--- src/rtl/memory_fill_pkg.sv ---
// Shared types and constants for the memory_fill range writer.
package memory_fill_pkg;

  typedef enum logic [2:0] {
    ST_IDLE,
    ST_WRITE,
    ST_READ,
    ST_DRAIN,
    ST_DONE
  } state_e;

  typedef enum logic [1:0] {
    MODE_CONST   = 2'd0,
    MODE_ADDR    = 2'd1,
    MODE_CHECKER = 2'd2,
    MODE_LFSR    = 2'd3
  } mode_e;

  // Right-shifting Galois toggle mask for x^32 + x^22 + x^2 + x + 1.
  localparam logic [31:0] LFSR_POLY = 32'h8020_0003;

  localparam logic [63:0] CHK_EVEN = 64'hAAAA_AAAA_AAAA_AAAA;
  localparam logic [63:0] CHK_ODD  = 64'h5555_5555_5555_5555;

  function automatic logic [31:0] lfsr_step(input logic [31:0] s);
    return (s >> 1) ^ (s[0] ? LFSR_POLY : 32'd0);
  endfunction

endpackage

--- src/rtl/memory_fill_pattern.sv ---
// Combinational pattern generator and LFSR next/seed logic, shared by the write and read passes.
// Zero latency, no flow control.
module memory_fill_pattern
  import memory_fill_pkg::*;
#(
  parameter int ADDR_W = 18,
  parameter int DATA_W = 32
) (
  input  logic [1:0]        mode_i,
  input  logic [ADDR_W-1:0] addr_i,
  input  logic [31:0]       lfsr_i,
  input  logic [DATA_W-1:0] fill_i,
  output logic [DATA_W-1:0] pattern_o,
  output logic [31:0]       lfsr_next_o,
  output logic [31:0]       seed_o
);

  logic [63:0] fill_ext;

  assign fill_ext    = 64'(fill_i);
  // An all-zero seed would lock the LFSR, so it is promoted to 1.
  assign seed_o      = (fill_ext[31:0] == 32'd0) ? 32'd1 : fill_ext[31:0];
  assign lfsr_next_o = lfsr_step(lfsr_i);

  always_comb begin
    pattern_o = '0;
    case (mode_i)
      MODE_CONST:   pattern_o = fill_i;
      MODE_ADDR:    pattern_o = DATA_W'(addr_i);
      MODE_CHECKER: pattern_o = addr_i[0] ? DATA_W'(CHK_ODD) : DATA_W'(CHK_EVEN);
      default:      pattern_o = DATA_W'({lfsr_i, lfsr_i});
    endcase
  end

endmodule

--- src/rtl/memory_fill.sv ---
// Range fill engine: one pattern word per unpaused cycle, first wren one cycle after the enable edge;
// pause stalls new requests only. Define MEMORY_FILL_VERIFY_EN for the read-back verify pass.
module memory_fill
  import memory_fill_pkg::*;
#(
  parameter int ADDR_W = 18,
  parameter int DATA_W = 32,
  parameter int RD_LAT = 2
) (
  input  logic              clk,
  input  logic              reset_n,
  input  logic              enable,
  input  logic              pause,
  input  logic [1:0]        mode,
  input  logic [ADDR_W-1:0] start_addr,
  input  logic [ADDR_W-1:0] end_addr,
  input  logic [DATA_W-1:0] fill_value,
  input  logic [DATA_W-1:0] data_read,
  output logic              wren,
  output logic              rden,
  output logic [ADDR_W-1:0] address,
  output logic [DATA_W-1:0] data_write,
  output logic              busy,
  output logic              done,
  output logic              range_err,
  output logic [15:0]       err_count
);

  state_e            state_q, state_d;
  logic              enable_q;
  logic [1:0]        mode_q;
  logic [ADDR_W-1:0] end_q;
  logic [DATA_W-1:0] fill_q;
  logic [ADDR_W-1:0] addr_q, addr_d;
  logic [31:0]       lfsr_q, lfsr_d;
  logic              range_err_q, range_err_d;

  logic              start_evt, last_word, issue;
  logic [DATA_W-1:0] pat_fill, pat_word;
  logic [31:0]       lfsr_next, lfsr_seed;

  assign start_evt = (state_q == ST_IDLE) && enable && !enable_q;
  assign last_word = (addr_q == end_q);
  assign issue     = ((state_q == ST_WRITE) || (state_q == ST_READ)) && !pause;
  // The seed comes from the live input at the start edge, from the latched copy for the reload.
  assign pat_fill  = (state_q == ST_IDLE) ? fill_value : fill_q;

  memory_fill_pattern #(
    .ADDR_W (ADDR_W),
    .DATA_W (DATA_W)
  ) u_pattern (
    .mode_i      (mode_q),
    .addr_i      (addr_q),
    .lfsr_i      (lfsr_q),
    .fill_i      (pat_fill),
    .pattern_o   (pat_word),
    .lfsr_next_o (lfsr_next),
    .seed_o      (lfsr_seed)
  );

`ifdef MEMORY_FILL_VERIFY_EN
  logic [ADDR_W-1:0] start_q;
  logic [RD_LAT-1:0] pipe_vld_q;
  logic [DATA_W-1:0] pipe_dat_q [RD_LAT];
  logic [15:0]       err_q, err_d;
  logic              drain_ok, miss;

  // Leave DRAIN as the final return is being compared, so done follows it by one cycle.
  always_comb begin
    drain_ok = 1'b1;
    for (int i = 0; i < RD_LAT - 1; i++) begin
      if (pipe_vld_q[i]) drain_ok = 1'b0;
    end
  end

  assign miss = pipe_vld_q[RD_LAT-1] && (pipe_dat_q[RD_LAT-1] != data_read);

  always_comb begin
    err_d = err_q;
    if (!enable) err_d = '0;
    else if (miss && (err_q != 16'hFFFF)) err_d = err_q + 16'd1;
  end

  always_ff @(posedge clk or negedge reset_n) begin
    if (!reset_n) begin
      start_q    <= '0;
      pipe_vld_q <= '0;
      err_q      <= '0;
      for (int i = 0; i < RD_LAT; i++) pipe_dat_q[i] <= '0;
    end else begin
      err_q <= err_d;
      if (start_evt) start_q <= start_addr;
      for (int i = RD_LAT - 1; i > 0; i--) begin
        pipe_vld_q[i] <= pipe_vld_q[i-1] && enable;
        pipe_dat_q[i] <= pipe_dat_q[i-1];
      end
      pipe_vld_q[0] <= rden && enable;
      pipe_dat_q[0] <= pat_word;
    end
  end

  assign err_count = err_q;
`else
  logic unused_rd;
  assign unused_rd = ^data_read;
  assign err_count = '0;
`endif

  always_ff @(posedge clk or negedge reset_n) begin
    if (!reset_n) state_q <= ST_IDLE;
    else          state_q <= state_d;
  end

  always_comb begin
    state_d = state_q;
    if (!enable) begin
      state_d = ST_IDLE;
    end else begin
      case (state_q)
        ST_IDLE:  if (start_evt) state_d = (end_addr < start_addr) ? ST_DONE : ST_WRITE;
`ifdef MEMORY_FILL_VERIFY_EN
        ST_WRITE: if (issue && last_word) state_d = ST_READ;
        ST_READ:  if (issue && last_word) state_d = ST_DRAIN;
        ST_DRAIN: if (drain_ok) state_d = ST_DONE;
`else
        ST_WRITE: if (issue && last_word) state_d = ST_DONE;
`endif
        ST_DONE:  state_d = ST_DONE;
        default:  state_d = ST_IDLE;
      endcase
    end
  end

  always_comb begin
    wren       = 1'b0;
    rden       = 1'b0;
    address    = '0;
    data_write = '0;
    busy       = 1'b0;
    done       = 1'b0;
    case (state_q)
      ST_WRITE: begin
        busy       = 1'b1;
        wren       = !pause;
        address    = addr_q;
        data_write = pat_word;
      end
`ifdef MEMORY_FILL_VERIFY_EN
      ST_READ: begin
        busy    = 1'b1;
        rden    = !pause;
        address = addr_q;
      end
      ST_DRAIN: busy = 1'b1;
`endif
      ST_DONE: done = 1'b1;
      default: ;
    endcase
  end

  assign range_err = range_err_q;

  always_comb begin
    addr_d      = addr_q;
    lfsr_d      = lfsr_q;
    range_err_d = range_err_q;
    if (!enable) begin
      addr_d      = '0;
      lfsr_d      = '0;
      range_err_d = 1'b0;
    end else if (start_evt) begin
      addr_d      = start_addr;
      lfsr_d      = lfsr_seed;
      range_err_d = (end_addr < start_addr);
    end else if (issue) begin
      // The end compare stops the sweep, so a full-range run never wraps the address.
      if (!last_word) begin
        addr_d = addr_q + ADDR_W'(1);
        lfsr_d = lfsr_next;
      end
`ifdef MEMORY_FILL_VERIFY_EN
      else if (state_q == ST_WRITE) begin
        addr_d = start_q;
        lfsr_d = lfsr_seed;
      end
`endif
    end
  end

  always_ff @(posedge clk or negedge reset_n) begin
    if (!reset_n) begin
      enable_q    <= 1'b0;
      mode_q      <= '0;
      end_q       <= '0;
      fill_q      <= '0;
      addr_q      <= '0;
      lfsr_q      <= '0;
      range_err_q <= 1'b0;
    end else begin
      enable_q    <= enable;
      addr_q      <= addr_d;
      lfsr_q      <= lfsr_d;
      range_err_q <= range_err_d;
      if (start_evt) begin
        mode_q <= mode;
        end_q  <= end_addr;
        fill_q <= fill_value;
      end
    end
  end

endmodule

--- config.mk ---
export PLATFORM = sky130hd
export DESIGN_NAME = memory_fill
export DESIGN_NICKNAME = d
export VERILOG_FILES = /design/src/rtl/memory_fill_pkg.sv /design/src/rtl/memory_fill_pattern.sv /design/src/rtl/memory_fill.sv
export SDC_FILE = /design/constraint.sdc
export NUM_CORES = 1
export LEC_CHECK = 0
export BUFFER_PORTS_ARGS = -buffer_cell sky130_fd_sc_hd__buf_2
export CAP_MARGIN = 20
export CORE_ASPECT_RATIO = 0.6
export CORE_UTILIZATION = 25
export CTS_CLUSTER_SIZE = 30
export DETAILED_ROUTE_END_ITERATION = 6
export HOLD_SLACK_MARGIN = 0.08
export PLACE_DENSITY = 0.51
export SLEW_MARGIN = 10
export SYNTH_ARGS = -nofsm -noshare
export SYNTH_HDL_FRONTEND = slang
export SYNTH_SLANG_ARGS = --single-unit
--- constraint.sdc ---
create_clock -name clk -period 2.5 [get_ports clk]
set_clock_uncertainty 0.15 [all_clocks]
set_input_delay 0.125 -clock clk [delete_from_list [all_inputs] [get_ports clk]]
set_output_delay 0.125 -clock clk [all_outputs]
set_load 0.01 [all_outputs]
==> results of run 1 <==
==> power groups by stage <==
stage | Clock (mW) | Combinational, mW | Sequential (mW)
after floorplan | 0 | 2.12 | 2.58
after global placement | 0 | 3.08 | 2.72
after detailed placement | 0 | 3.10 | 2.73
after CTS | 1.53 | 3.23 | 2.70
after global routing | 1.59 | 3.71 | 2.78
final | 1.51 | 3.41 | 2.71
==> flip-flops by register name, indices dropped and copies added, names as in the netlist <==
register and count:
end_q 18, range_err 1, enable_q 1, addr_q 18, lfsr_q 32, mode_q 2
state_q 2, fill_q 32
==> cell families (layout without fill, tap and decap cells) <==
logic type / after synthesis / in the layout / share of synthesized area
buffers and inverters: 97 / 286 / 0.0731
multiplexers: 52 / 52 / 0.0830
AND/OR/NAND/NOR: 234 / 234 / 0.173
other: 1 / 17 / 0.000548
adder cells (fa/ha/maj): 22 / 22 / 0.0402
XOR/XNOR: 35 / 35 / 0.0448
AO/OA/AOI/OAI: 190 / 190 / 0.198
flip-flops: 106 / 106 / 0.387
==> how the worst min path moves through the flow <==
stage	from	end	slack [ps]	depth (start not counted)
2_1_floorplan	reset_n	addr_q[0]$_DFFE_PN0P_	-320	0
3_3_place_gp	reset_n	fill_q[28]$_DFFE_PN0P_	60	1
3_5_place_dp	reset_n	fill_q[28]$_DFFE_PN0P_	70	1
4_1_cts	fill_value[25]	fill_q[25]$_DFFE_PN0P_	100	4
5_1_grt	fill_value[23]	fill_q[23]$_DFFE_PN0P_	150	4
6_report	fill_value[25]	fill_q[25]$_DFFE_PN0P_	120	4
==> routing by layer <==
layer  track usage  vias up  part of all wire
met1         0.276     3141              0.53
met4        0.0200        0            0.0034
met5             0        -                 0
met2         0.253      166              0.42
met3        0.0319        7             0.053
li1              -     2993                 -
==> cell usage in the layout (no fill, tap or decap), types with 5 or more instances in the layout <==
| master | n |
|---|---|
| a31oi_1 | 5 |
| mux2_2 | 24 |
| buf_4 | 57 |
| nor2b_1 | 31 |
| o22ai_1 | 15 |
| o211ai_1 | 6 |
| ha_1 | 21 |
| a21o_1 | 31 |
| dfrtp_1 | 106 |
| xor2_1 | 19 |
| nor2_2 | 5 |
| a211oi_1 | 13 |
| mux2_4 | 8 |
| nor2_1 | 28 |
| conb_1 | 17 |
| o21ai_0 | 25 |
| or3_1 | 5 |
| nand2b_1 | 5 |
| nor4_1 | 7 |
| a21oi_1 | 43 |
| buf_12 | 6 |
| buf_2 | 126 |
| a221o_1 | 27 |
| nand4_1 | 9 |
| buf_6 | 6 |
| inv_1 | 25 |
| nand2_1 | 89 |
| and2_1 | 26 |
| nand3_1 | 7 |
| xnor2_1 | 16 |
| clkbuf_16 | 10 |
| mux2i_1 | 19 |
| dlygate4sd3_1 | 46 |
==> cells in the mapped netlist, drive strengths merged, types with 19 or more instances <==
library cell  instances
xor2                 19
clkbuf               31
o21ai                29
a221o                27
dfrtp               106
nor2b                31
mux2                 32
nand2                91
a21o                 31
ha                   22
o22ai                19
a21oi                45
nor2                 34
and2                 26
mux2i                20
buf                  39
inv                  27
==> worst register-to-register path, cell delays in order (launching register included) <==
cell      delay, ps
dfrtp_1         400
inv_2            90
ha_4            200
buf_4           130
nand2b_1         60
nor4_2          170
a21oi_2          90
o41ai_4         350
buf_6           190
buf_6           140
nor2_1           80
a221o_1         270
==> through the flow <==
stage          hold WS, ps  setup TNS, ps
4_1_cts               96.4              0
2_1_floorplan         -321              0
6_report               116              0
3_5_place_dp          65.6              0
3_3_place_gp          60.5              0
5_1_grt                155           -143
==> cell type report <==
type	count	area share
multi-input combinational	550	0.424
clock buffer	9	0.0247
clock inverter	7	0.00836
sequential	106	0.291
tap	360	0.0494
inverter	27	0.0111
timing repair buffer	243	0.191
==> repair_timing <==
item | in CTS | in global routing
endpoints found under the hold margin | 96 | 0
buffers inserted | 4 | 8
hold buffers | 46 | 0
pin swaps | 1 | 4
setup endpoints to repair | 21 | 41
gates resized for setup | 6 | 27
cloned | 0 | 2
==> qor.txt, run 1 <==
Final Max Tran Viols: 0
Num Clock Sinks: 106
Non-filler cells, final: 1302
CTS tree: built
Beginning of the worst register-to-register path: state_q[0]$_DFFE_PN0P_
PwrDens: 836 nW/um^2
Sequential share of the synthesized area: 0.387
Die width: 216 um
Final Power: 7.63 mW
Pre-CTS WS: 63.3 ps
First-pass GRT wire length: 37300 um
Cell mode on critical path: mux2_2
IO buf count: 127
Critical path class: register to primary output
Minimum clock period: 2470 ps
Sw Ratio: 0.390
Register area: 2650 um^2
Final Routed Wirelength: 24800 um
Yosys top cell by area: dfrtp_1
Worst Setup End Kind: primary output
Asr flop ratio synth: 1.00
TritonCTS buffer count: 9
Leak: 4.47 nW
Clk pin slew, worst setup/hold paths: 80 ps
Via/cell ratio: 4.84
Area delta synth->final: 33.3%
Worst R2R End: lfsr_q[23]$_DFFE_PN0P_
VDD IR-drop max: 0.000353 V
Synth unique cells: 63
Cells after DPL: 1226
Critical Path AT: 2200 ps
Setup-failing EPs final: 0
Max-slew headroom: 0.516
Critical-path cell list: inv_2 > ha_4 > buf_12 > mux2_2 > mux2_2 > o22ai_2 > nor2_2 > buf_2
RSZ-0062 raised after global routing: yes
Stages on the worst setup path: 8
NumNets Final: 1065
Multi-input gate area: 3870 um^2
Yosys top cell area share: 0.387
Sw power: 2.98 mW
# IOs: 177
Clk buf depth: 2
Reg2Reg Setup Slack: 80 ps
Via count: 6307
CP Max Fanout: 15
Combinational power share: 0.447
Clk root buf: clkbuf_16
Critical Path RT: 2230 ps
Num rows: 46
Critical-path top delay cell: dfrtp_1
Least-Margin Pin Slew: 725 ps
H-tree depth: 3
Core area: 26600 um^2
Total gr overflow: 0
Die ar.: 28100 um^2
Initial antenna violation count: 0
Final core utilization: 0.342
Yosys reg bits: 106
FF-to-FF path depth: 11
DP Area: 8110 um^2
Predominant post-synthesis flop cell: dfrtp_1
Mapped Cells: 737
Routed Antenna Nets: 0
Vias in the first global route: 5944
Antenna cells: 0
Hold Vio Cnt, Final: 0
Max Cap Violations: 0
DR pass1 iterations: 5
Initial Utilization: 0.257
Clk_lat worst skew: 360 ps
CP top delay family: multiplexers
Cell area after synthesis: 6850 um^2
Internal power of the cells: 4.65 mW
CP startpoint: state_q[0]$_DFFE_PN0P_
Tcrit/Tclk final: 0.988
Area contributors post-synth: dfrtp_1, mux2_2, nand2_1
Iteration-0 DRC Markers: 420
DRC viols: 0
Worst setup endpoint: data_write[4]
Fillers: 2788
Post-synth EDFFs: 0
GPL Wtd Cong: 0.848
Final worst slack: 29.2 ps
Design Area, Final: 9130 um^2
Worst Path Buf+Inv: 3
CP Launch Type: register
Avg WL per Cell: 19.0 um
Fmax: 0.405 GHz
Share of total power in sequential cells: 0.355
Status: completed
Vert. Die Dim: 130 um
Hold Crit Class: input port to register
Slowest stage delay, CP: 400 ps
Syn. warnings: 0
Largest net degree at the start of global routing: 50
Final HPWL DP: 18300 um
Clock share of power: 0.198
GRT Util Overall: 0.176
Mean Syn Cell Area: 9.29 um^2
Layout cells sized above 1: 0.297
Note: power is estimated with default switching activity, not from simulation.
==> run 2: changes to the inputs <==
- CELL_PAD_IN_SITES_DETAIL_PLACEMENT: default -> 0
- CELL_PAD_IN_SITES_GLOBAL_PLACEMENT: default -> 2
- CORE_ASPECT_RATIO: 0.6 -> 1.25
- PLACE_DENSITY: 0.51 -> 0.72
==> qor.txt, run 2 (same netlist as run 1, synthesis figures left out) <==
Leak: 4.57 nW (+2.2%)
Final Power: 7.83 mW (+2.6%)
Final HPWL DP: 18100 um (-1.2%)
Clk_lat worst skew: 370 ps (about the same)
GPL Wtd Cong: 0.799 (-5.8%)
Initial antenna violation count: 0 (unchanged)
Critical-path cell list: inv_2 > ha_4 > buf_12 > buf_8 > buf_4 > mux2_2 > mux2i_1 > a211oi_1 > buf_2
Clk root buf: clkbuf_16
Final Routed Wirelength: 25000 um (+0.94%)
GRT Util Overall: 0.175 (-0.00159)
Core area: 26800 um^2 (+0.67%)
Setup-failing EPs final: 1 (+1)
Tcrit/Tclk final: 1.01 (+0.0204)
TritonCTS buffer count: 9 (unchanged)
Critical-path top delay cell: dfrtp_1
VDD IR-drop max: 0.000313 V (-11%)
NumNets Final: 1076 (+1.0%)
Sw power: 3.03 mW (+1.7%)
Max Cap Violations: 0 (unchanged)
M1 GR Usage: 0.223 (-0.0529)
Most common cell after layout, fill and taps aside: buf_2
Clk buf depth: 2 (unchanged)
Die width: 150 um (-30%)
Vert. Die Dim: 187 um (+44%)
Num rows: 67 (+46%)
Hold Vio Cnt, Final: 0 (unchanged)
Initial Utilization: 0.255 (-0.00170)
Critical Path RT: 2230 ps (about the same)
Design Area, Final: 9320 um^2 (+2.1%)
Fillers: 2846 (+2.1%)
IO buf count: 127 (unchanged)
Non-filler cells, final: 1298 (-0.31%)
Share of total power in sequential cells: 0.349 (-0.006)
Final worst slack: -21.8 ps (-51.0 ps)
Max-slew headroom: 0.634 (+0.117)
Vias in the first global route: 6310 (+6.2%)
Antenna cells: 0 (unchanged)
Setup TNS: -21.8 ps (-21.8 ps)
Total gr overflow: 0 (unchanged)
Avg WL per Cell: 19.2 um (+1.3%)
GR Layer Usage met2: 0.303 (+0.0498)
Register area: 2650 um^2 (about the same)
Clk pin slew, worst setup/hold paths: 80 ps (about the same)
Worst Setup End Kind: primary output
Failing checks: negative setup slack
Die ar.: 28100 um^2 (about the same)
PwrDens: 840 nW/um^2 (+0.45%)
Cells after DPL: 1213 (-1.1%)
Clock share of power: 0.196 (-0.002)
Area delta synth->final: 36.1%
Critical path class: register to primary output
Internal power of the cells: 4.80 mW (+3.1%)
Critical Path AT: 2250 ps (+50 ps)
Iteration-0 DRC Markers: 356 (-15%)
GR met3 Demand/Resource: 0.0205 (-0.0114)
Regs by FF count: fill_q (32), lfsr_q (32)
First-pass GRT wire length: 36800 um (-1.6%)
Layout cells sized above 1: 0.310 (+0.0123)
Routed Antenna Nets: 0 (unchanged)
Final core utilization: 0.347 (+0.00496)
DP Area: 8110 um^2 (about the same)
Slowest stage delay, CP: 370 ps (-30 ps)
# IOs: 177 (unchanged)
Minimum clock period: 2520 ps (+51.0 ps)
Combinational power share: 0.455 (+0.008)
Least-Margin Pin Slew: 549 ps (-176 ps)
Num Clock Sinks: 106 (unchanged)
DRC viols: 0 (unchanged)
Fmax: 0.397 GHz (-2.0%)
Via count: 6285 (-0.35%)
Sw Ratio: 0.387 (-0.00325)
Multi-input gate area: 3920 um^2 (+1.3%)
Global routing's busiest layer: met2
Commonest cells after routing, fill and taps aside: buf_2, dfrtp_1, nand2_1
CTS tree: built
Final Max Tran Viols: 0 (unchanged)
DR pass1 iterations: 5 (unchanged)
Status: complete, but fails checks
Via/cell ratio: 4.84 (about the same)
Largest net degree at the start of global routing: 47 (-6.0%)
H-tree depth: 3 (unchanged)
Hold Crit Class: input port to register
RSZ-0062 raised after global routing: yes
CP Launch Type: register
CP Max Fanout: 7 (-8)
[run 2: cell types whose count changed in the layout (fill, tap and decap cells not counted), sizes merged]
| cell | before | now |
|---|---|---|
| clkinvlp | 2 | 1 |
| inv | 29 | 30 |
| clkbuf | 10 | 12 |
| buf | 196 | 201 |
| dlygate4sd3 | 46 | 50 |
[run 2: critical path, delay by kind of cell, from the launching register on]
| kind | cells | cell delay [ps] |
|---|---|---|
| buf+inv | 5 | 670 |
| flops | 1 | 370 |
| compound gates | 1 | 360 |
| mux | 2 | 300 |
| fa+ha+maj | 1 | 180 |
[run 2: stage by stage]
stage               setup slack (ps)  hold WS, ps
global placement                 100        -8.14
CTS                            -13.4         81.9
floorplan                        160         -321
global route                   -69.5          116
detailed placement              78.1        -9.21
finish                         -21.8         86.1
[run 2: repair_timing]
action | in CTS | in global routing
buffers inserted | 7 | 8
hold endpoints to repair | 133 | 0
gates resized for setup | 14 | 28
endpoints found under the setup margin | 15 | 66
cloned | 1 | 4
pin swaps | 3 | 14
hold buffers | 50 | 0
[run 2: layout make-up]
| type | count | share of cell area |
|---|---|---|
| sequential | 106 | 0.285 |
| clock inverter | 7 | 0.00900 |
| clock buffer | 9 | 0.0242 |
| inverter | 27 | 0.0109 |
| tap | 345 | 0.0463 |
| multi-input combinational | 550 | 0.421 |
| timing repair buffer | 254 | 0.204 |
[run 2: final timing paths]
path | slack [ps] | end | cells after the start | startpoint
hold / removal | 90 | fill_q[29]$_DFFE_PN0P_ | 4 | fill_value[29]
hold reg to reg | 320 | fill_q[20]$_DFFE_PN0P_ | 1 | fill_q[20]$_DFFE_PN0P_
max in group asynchronous | 1290 | end_q[14]$_DFFE_PN0P_ | 3 | reset_n
setup / recovery | -20 | data_write[7] | 9 | state_q[2]$_DFFE_PN0P_
setup reg to reg | 80 | lfsr_q[9]$_DFFE_PN0P_ | 11 | state_q[2]$_DFFE_PN0P_
min in group asynchronous | 120 | fill_q[25]$_DFFE_PN0P_ | 2 | reset_n
[run 2: per-layer routing]
layer,share of wire,up-vias
met5,0,-
met4,0.021,0
met3,0.046,25
met2,0.50,169
met1,0.43,3079
li1,-,3012
[run 2: power groups by stage]
stage | Sequential (mW) | Clock [mW] | Combinational, mW
after floorplan | 2.58 | 0 | 2.12
after global placement | 2.73 | 0 | 3.09
after detailed placement | 2.75 | 0 | 3.11
after CTS | 2.72 | 1.56 | 3.37
after global routing | 2.81 | 1.62 | 3.87
final | 2.73 | 1.53 | 3.56
